===== config.mk =====
export PLATFORM = sky130hd
export DESIGN_NAME = serdes_deser_framed
export DESIGN_NICKNAME = d
export VERILOG_FILES = /design/src/rtl/serdes_deser_framed.sv
export SDC_FILE = /design/constraint.sdc
export NUM_CORES = 1
export LEC_CHECK = 0
export ABC_AREA = 0
export CORE_MARGIN = 5
export CORE_UTILIZATION = 61
export DETAILED_ROUTE_END_ITERATION = 10
export GPL_TIMING_DRIVEN = 0
export PLACE_DENSITY = 0.81
export SLEW_MARGIN = 20
export SYNTH_ARGS = -nofsm -noshare
export SYNTH_HDL_FRONTEND = slang
export SYNTH_SLANG_ARGS = --single-unit

===== constraint.sdc =====
create_clock -name clk -period 6.05 [get_ports clk]
set_input_delay 1.21 -clock clk [delete_from_list [all_inputs] [get_ports clk]]
set_output_delay 1.21 -clock clk [all_outputs]
set_load 0.1 [all_outputs]

===== src/rtl/serdes_deser_framed.sv =====
// serdes_deser_framed
//   Serial-to-parallel receiver with sync-word framing and a small output FIFO.
//   In HUNT it watches a sliding window of received bits for SYNC_WORD. Once
//   locked, it assembles WIDTH-bit words, drops idle-fill sync words, and
//   buffers the rest for a valid/ready consumer.
//
// Ports
//   clk         in   1      single clock, rising edge
//   rst         in   1      synchronous reset, active-high
//   en          in   1      bit strobe; sin sampled only when en=1
//   sin         in   1      serial data in
//   resync      in   1      pulse: drop lock and return to HUNT
//   dout        out  WIDTH  head-of-FIFO word
//   dout_valid  out  1      FIFO non-empty
//   dout_ready  in   1      consumer accepts dout when dout_valid=1
//   locked      out  1      receiver is in LOCKED state
//   overflow    out  1      sticky: a completed word was dropped on a full FIFO
module serdes_deser_framed #(
    parameter int               WIDTH      = 8,
    parameter logic [WIDTH-1:0] SYNC_WORD  = 8'hA5,
    parameter bit               MSB_FIRST  = 1'b0,
    parameter int               FIFO_DEPTH = 4
) (
    input  logic             clk,
    input  logic             rst,
    input  logic             en,
    input  logic             sin,
    input  logic             resync,
    output logic [WIDTH-1:0] dout,
    output logic             dout_valid,
    input  logic             dout_ready,
    output logic             locked,
    output logic             overflow
);

    localparam int CW = $clog2(WIDTH + 1);
    localparam int PW = $clog2(FIFO_DEPTH);
    localparam int NW = $clog2(FIFO_DEPTH + 1);

    localparam logic [CW-1:0] LAST_BIT = CW'(WIDTH - 1);
    localparam logic [CW-1:0] SAT_CNT  = CW'(WIDTH);
    localparam logic [NW-1:0] FULL_CNT = NW'(FIFO_DEPTH);

    localparam logic [0:0] ST_HUNT   = 1'b0;
    localparam logic [0:0] ST_LOCKED = 1'b1;

    logic [0:0]       state;
    logic [WIDTH-1:0] shift_reg;
    logic [WIDTH-1:0] shift_next;
    logic [CW-1:0]    bit_cnt;

    logic [WIDTH-1:0] mem [FIFO_DEPTH];
    logic [PW-1:0]    wr_ptr;
    logic [PW-1:0]    rd_ptr;
    logic [NW-1:0]    count;

    logic bit_strobe;
    logic hunt_match;
    logic push;
    logic push_ok;
    logic pop;
    logic fifo_full;

    // Shift register contents including the bit sampled on this edge; both the
    // sync compare and the pushed word use this so the current bit is included.
    always_comb begin
        shift_next = shift_reg;
        if (MSB_FIRST)
            shift_next = {shift_reg[WIDTH-2:0], sin};
        else
            shift_next = {sin, shift_reg[WIDTH-1:1]};
    end

    // resync outranks en, so a bit arriving with resync is never used.
    assign bit_strobe = en && !resync;

    // bit_cnt >= WIDTH-1 before this edge means WIDTH bits have arrived since
    // entering HUNT once the current bit is counted.
    assign hunt_match = (state == ST_HUNT) && bit_strobe &&
                        (bit_cnt >= LAST_BIT) && (shift_next == SYNC_WORD);

    assign push = (state == ST_LOCKED) && bit_strobe && (bit_cnt == LAST_BIT) &&
                  (shift_next != SYNC_WORD);

    assign fifo_full = (count == FULL_CNT);
    assign pop       = dout_valid && dout_ready;
    // A simultaneous pop frees the slot, so a push into a full FIFO still lands.
    assign push_ok   = push && (!fifo_full || pop);

    // Framing state machine and shift register.
    always_ff @(posedge clk) begin
        if (rst || resync) begin
            state     <= ST_HUNT;
            shift_reg <= '0;
            bit_cnt   <= '0;
        end else if (en) begin
            shift_reg <= shift_next;
            if (state == ST_HUNT) begin
                if (hunt_match) begin
                    state   <= ST_LOCKED;
                    bit_cnt <= '0;
                end else if (bit_cnt != SAT_CNT) begin
                    bit_cnt <= bit_cnt + CW'(1);
                end
            end else begin
                bit_cnt <= (bit_cnt == LAST_BIT) ? '0 : bit_cnt + CW'(1);
            end
        end
    end

    // Output FIFO; memory is cleared on reset so an empty FIFO reads zero.
    always_ff @(posedge clk) begin
        if (rst) begin
            wr_ptr   <= '0;
            rd_ptr   <= '0;
            count    <= '0;
            overflow <= 1'b0;
            for (int i = 0; i < FIFO_DEPTH; i++)
                mem[i] <= '0;
        end else begin
            if (push_ok) begin
                mem[wr_ptr] <= shift_next;
                wr_ptr      <= wr_ptr + PW'(1);
            end
            if (pop)
                rd_ptr <= rd_ptr + PW'(1);
            case ({push_ok, pop})
                2'b10:   count <= count + NW'(1);
                2'b01:   count <= count - NW'(1);
                default: count <= count;
            endcase
            if (push && !push_ok)
                overflow <= 1'b1;
        end
    end

    assign dout       = mem[rd_ptr];
    assign dout_valid = (count != '0);
    assign locked     = (state == ST_LOCKED);

endmodule


==> results.yml <==
global_route:
  grt_pass1_wl_um: 7620
  grt_start_max_net_pins: 19
  grt_busiest_layer: "met2"
  grt.overflow.total: 0
  use_met3_pct: 4.55
  antenna_found_initial: 0
  grt_util_met2_pct: 34.1
  gr-usage-met1_pct: 21.6
  gr-usage-all-layers_pct: 19.1
  grt_pass1_vias: 1587
layout:
  drive_gt1_share_pct: 12.0
  diodes: 0
  fin_util_pct: 70.2
  final_nets: 225
  final_cell_mix: "and2_1, edfxtp_1, nor2_1"
  final.fill_count: 274
  area_growth_pct: 13.5
  largest_reg_flops: 32
timing:
  fin_crit_sh_pct: 64.9
  tightest_slew_ns: 0.968
  rsz0062_at_grt: "no"
  tns_ns: 0
  setup_violations: 0
  max_freq_mhz: 255
  slew_headroom_pct: 35.3
  fin_crit_ns: 3.93
  fin_worst_skew_ns: 0.0105
  slew_violations: 0
  fin_ws_ns: 2.12
  hold_viol_final: 0
worst_setup_path:
  crit_type: "register to primary output"
  r2r_cells: 6
  start_kind: "register"
  critPathCapture: "dout[4]"
  critPathCaptureType: "primary output"
  cp_max_fo: 8
  cp_cell_sequence: "clkbuf_1, mux4_2, clkdlybuf4s50_1"
  slowest_stage: "clkdlybuf4s50_1"
  cpLargestDelayFamily: "buffers and inverters"
  cp.buffers_inverters: 2
  cpPeakStageDelay_ns: 0.98
  reg2reg_to: "mem[0][2]"
  cp.depth: 3
  rrSetupSlack_ns: 3.37
  worstReg2RegStart: "bit_cnt[1]"
  cp.required_ns: 4.84
  cp_data_arrival_time_ns: 2.72
synthesis:
  async_flop_share_pct: 0
  synth_ff_type: "edfxtp_1"
  syn-cell-area_mm2: 0.00244
  syn_nets: 203
  yosysWarnings: 0
  ys_types: 40
  synth_area_per_cell_um2: 12.6
  ys_ff_latch: 54
  synth-edff-count: 32
  synth_cells: 194
  synth_seq_area_share_pct: 57.4
power_and_ir_drop:
  power.density_mw_per_mm2: 350
  p_leak_nw: 0.984
  ir_worst_vdd_uv: 463
  power_mw: 0.970
detailed_routing:
  first_pass_iters: 4
  post-route-drc-count: 0
  routed_wl_um: 4400
  routed_via_density: 5.57
  via_count: 1487
  drtIter0Drc: 102
  postRouteAntennaNets: 0
  detail_route.wl_per_cell_um: 16.5
place:
  preCtsSetupSlack_ns: 2.20
  dp_hpwl_um: 3200
  portBuffers: 15
  routabilityCongestion: 0.850
clocking:
  htree_levels: 2
  clk_latency_ns: 0.31
  cts_buffer_depth: 2
  cts.clk_slew.worst_paths_ns: 0.10
  cts_root_buf: "clkbuf_8"
  ctsHoldBuffers: 0
  clock_sink_count: 54
  cts_tree: "yes"
  ctsResizeCount: 0
  post_cts_buffers: 0
  numCtsBuffers: 5
die:
  rows: 23
  io-pin-count: 17
  fp.dieW_um: 73.2
  die_y_um: 73.2
  initial_core_util_pct: 61.9
  die-area_mm2: 0.00536
  core_mm2: 0.00394
job:
  drv_cap: 0
run_status:
  status: "completed"
worst_hold_path:
  hp-class: "register to register"
cells by family after synthesis:
group,after synthesis,synth area share (%)
compound gates,17,5.44
xor+xnor,6,2.15
fa+ha+maj,3,1.85
buf+inv,14,2.15
flops,54,57.4
mux,17,11.1
simple gates,83,19.8
tightest hold or removal path, stage by stage (launching register included):
cell	delay, ns
dfxtp_1	0.34
a21oi_1	0.04
nor2_1	0.08
worst min-delay path by stage:
stage	endpoint	depth (start not counted)	slack [ns]	from
after detailed placement	overflow	2	0.47	overflow
after floorplan	bit_cnt[0]	2	0.47	bit_cnt[0]
after CTS	overflow	2	0.49	overflow
after global placement	overflow	2	0.46	overflow
after global routing	overflow	2	0.50	overflow
final	overflow	2	0.49	overflow
through the flow:
step	instance area [um^2]	hold WS (ns)	cells
global route	2770	0.504	267
CTS	2770	0.494	267
finish	2770	0.488	267
global placement	2650	0.458	259
detailed placement	2650	0.466	259
floorplan	2440	0.467	194
synth_stat cells, drive strengths merged, types with 3 or more instances:
cell,count,area (um^2)
nor3,3,25.0
nand2,3,11.3
inv,7,26.3
o21ai,3,15.0
mux4,8,180
mux2i,8,80.1
clkbuf,5,18.8
nand3b,3,22.5
and2,32,200
nor2,23,86.3
nand3,4,20.0
nand2b,3,18.8
dfxtp,22,440
xnor2,4,35.0
edfxtp,32,961
a21oi,5,25.0
metal layers:
metal | part of all wire (%) | routed length [um]
met2 | 53 | 2330
met1 | 42 | 1820
met4 | 2.2 | 96
met5 | 0 | 0
met3 | 3.3 | 146
where the power goes:
part	internal (mW)	total, mW	switching [mW]
clock network	0.125	0.246	0.121
logic	0.0919	0.301	0.209
registers	0.410	0.423	0.0121
layout make-up:
| cell class | instances | area, um^2 | area share (%) |
|---|---|---|---|
| clock inverter | 3 | 47.5 | 1.72 |
| sequential | 54 | 1400 | 50.6 |
| multi-input combinational | 126 | 986 | 35.6 |
| clock buffer | 5 | 68.8 | 2.49 |
| tap | 50 | 62.6 | 2.26 |
| timing repair buffer | 15 | 150 | 5.42 |
| buffer | 7 | 26.3 | 0.949 |
| inverter | 7 | 26.3 | 0.949 |
(Power assumes the default switching activity.)
==> RTL edit, RTL diff (config.mk and constraints unchanged) <==
The parameter `MSB_FIRST` goes from 1'b0 to 1'b1.
--- a/src/rtl/serdes_deser_framed.sv
+++ b/src/rtl/serdes_deser_framed.sv
@@ -18,7 +18,7 @@
 module serdes_deser_framed #(
     parameter int               WIDTH      = 8,
     parameter logic [WIDTH-1:0] SYNC_WORD  = 8'hA5,
-    parameter bit               MSB_FIRST  = 1'b0,
+    parameter bit               MSB_FIRST  = 1'b1,
     parameter int               FIFO_DEPTH = 4
 ) (
     input  logic             clk,
Formal check against the unedited RTL: no difference found for any inputs over 10 cycles, from zero or initial values and one cycle with rst high; that may be too few to reach the edited logic, so the function may still have changed.
==> RTL edit against the unedited design <==
- clock skew decreased by 1.6 ps
- area after synthesis up 0.36%
- setup slack better by 1.6 ps
- total power is 0.92% lower
- wire length rose by 3.1%
- register-to-register slack better by 40 ps
- utilization barely moved
- global-route usage is 0.63 points higher
- final area hardly changed
- sequential cell count is the same
- critical endpoint unchanged
- largest cell class unchanged
==> RTL edit: results (changes against the unedited design) <==
INFO  metric viasPerCell = 5.66 (+1.6%)
INFO  metric fillers = 284 (+3.6%)
INFO  metric grt_first_pass_wirelength = 7860 um (+3.2%)
INFO  metric worstHoldEndpoint = bit_cnt[0]
INFO  metric synth_compound_area_share = 5.77% (+0.34 points)
INFO  metric synthTopCellsByArea = sky130_fd_sc_hd__edfxtp_1 39%, sky130_fd_sc_hd__dfxtp_1 18%, sky130_fd_sc_hd__and2_1 8.2%
INFO  metric num-nets-final = 225 (unchanged)
INFO  metric synth_commonest_cells = 32 x sky130_fd_sc_hd__and2_1, 32 x sky130_fd_sc_hd__edfxtp_1, 22 x sky130_fd_sc_hd__dfxtp_1, 22 x sky130_fd_sc_hd__nor2_1
INFO  metric hold_start = bit_cnt[0]
INFO  metric netSwitchingFraction = 34.9% (-0.32 points)
INFO  metric yosysSeqAreaShare = 57.2% (-0.21 points)
INFO  metric vdd_ir_drop_max = 0.336 mV (-28%)
INFO  metric postPlaceCellArea = 2660 um2 (+0.33%)
INFO  metric grt_start_max_net_pins = 17 (-2)
INFO  metric worst-path-max-fanout = 8 (unchanged)
INFO  metric grt_pass1_vias = 1649 (+3.9%)
INFO  metric cp.arrival = 2720 ps (about the same)
INFO  metric synth-xor-area-share = 2.15% (-0.0077 points)
INFO  metric worst_slew_margin_rel = 35.1% (-0.15 points)
INFO  metric run_status = finished clean
INFO  metric skew = 8.87 ps (-1.61 ps)
INFO  metric synth.mux.area_fraction = 11.1% (-0.040 points)
INFO  metric reg2reg_slack = 3410 ps (+40 ps)
INFO  metric gp_congestion = 0.833 (-2.0%)
INFO  metric place_worst_setup_slack = 2270 ps (+68.5 ps)
INFO  metric leakagePower = 0.972 nW (-1.2%)
INFO  metric crit_path_max_incr_delay = 980 ps (about the same)
INFO  metric global_route.usage.total = 19.7% (+0.63 points)
INFO  metric hpwl_reported_at_the_end_of_detailed_placement = 3290 um (+2.8%)
INFO  metric worstReg2RegEnd = mem[0][0]
INFO  metric area_share_of_fa_ha_maj_cells_after_synthesis = 1.84% (-0.0066 points)
INFO  metric post_drt_wl_per_cell = 17.0 um (+3.1%)
INFO  metric detail_route.iter0.violations = 128 (+25%)
INFO  metric clock_latency_of_the_later_clocked_register_in_the_worst_skew_pair = 310 ps (about the same)
==> RTL edit: metal layers <==
| layer | global-route usage (%) | share of wire (%) | vias up | routed length, um |
|---|---|---|---|---|
| met5 | 0 | 0 | - | 0 |
| met1 | 21.8 | 41 | 733 | 1860 |
| met4 | 5.43 | 1.3 | 0 | 60 |
| li1 | - | - | 734 | - |
| met2 | 37.6 | 54 | 40 | 2450 |
| met3 | 4.24 | 3.4 | 4 | 156 |
==> RTL edit: cells by family (layout without fill, tap and decap cells) <==
group / count (synthesis) / count (layout)
xor+xnor: 6 / 6
buf+inv: 14 / 37
compound gates: 18 / 18
fa+ha+maj: 3 / 3
simple gates: 82 / 82
mux: 17 / 17
flops: 54 / 54
==> RTL edit: worst reg2reg max path, delay by kind of cell, from the launching register on <==
kind	cells	cell delay [ps]
AO/OA/AOI/OAI	1	510
adder cells (fa/ha/maj)	1	250
flip-flops	1	380
AND/OR/NAND/NOR	4	1190
==> RTL edit: area by class of cell <==
class | count | area, um2 | share of cell area, %
inverter | 7 | 26.3 | 0.949
clock buffer | 5 | 68.8 | 2.48
timing repair buffer | 15 | 150 | 5.42
clock inverter | 3 | 40.0 | 1.45
tap | 50 | 62.6 | 2.26
multi-input combinational | 126 | 995 | 35.9
sequential | 54 | 1400 | 50.6
buffer | 7 | 26.3 | 0.949
==> RTL edit: power by group through the flow <==
stage	registers [mW]	logic, mW	clock network, mW
after detailed placement	0.433	0.306	0
after floorplan	0.428	0.247	0
after CTS	0.424	0.308	0.237
after global routing	0.428	0.323	0.252
final	0.424	0.305	0.232
after global placement	0.430	0.297	0
==> RTL edit: worst max-delay path by stage <==
stage                end  slack, ps  cells after the start
3_5_place_dp   mem[0][5]       2270                      6
5_1_grt          dout[5]       1950                      3
3_3_place_gp   mem[0][5]       2320                      6
6_report         dout[4]       2120                      3
2_1_floorplan   count[2]       3230                      7
4_1_cts          dout[6]       2030                      3
==> RTL edit: per-stage QoR <==
stage,hold WS (ps),cells
3_5_place_dp,484,259
6_report,495,267
3_3_place_gp,459,259
2_1_floorplan,467,194
5_1_grt,530,267
4_1_cts,497,267
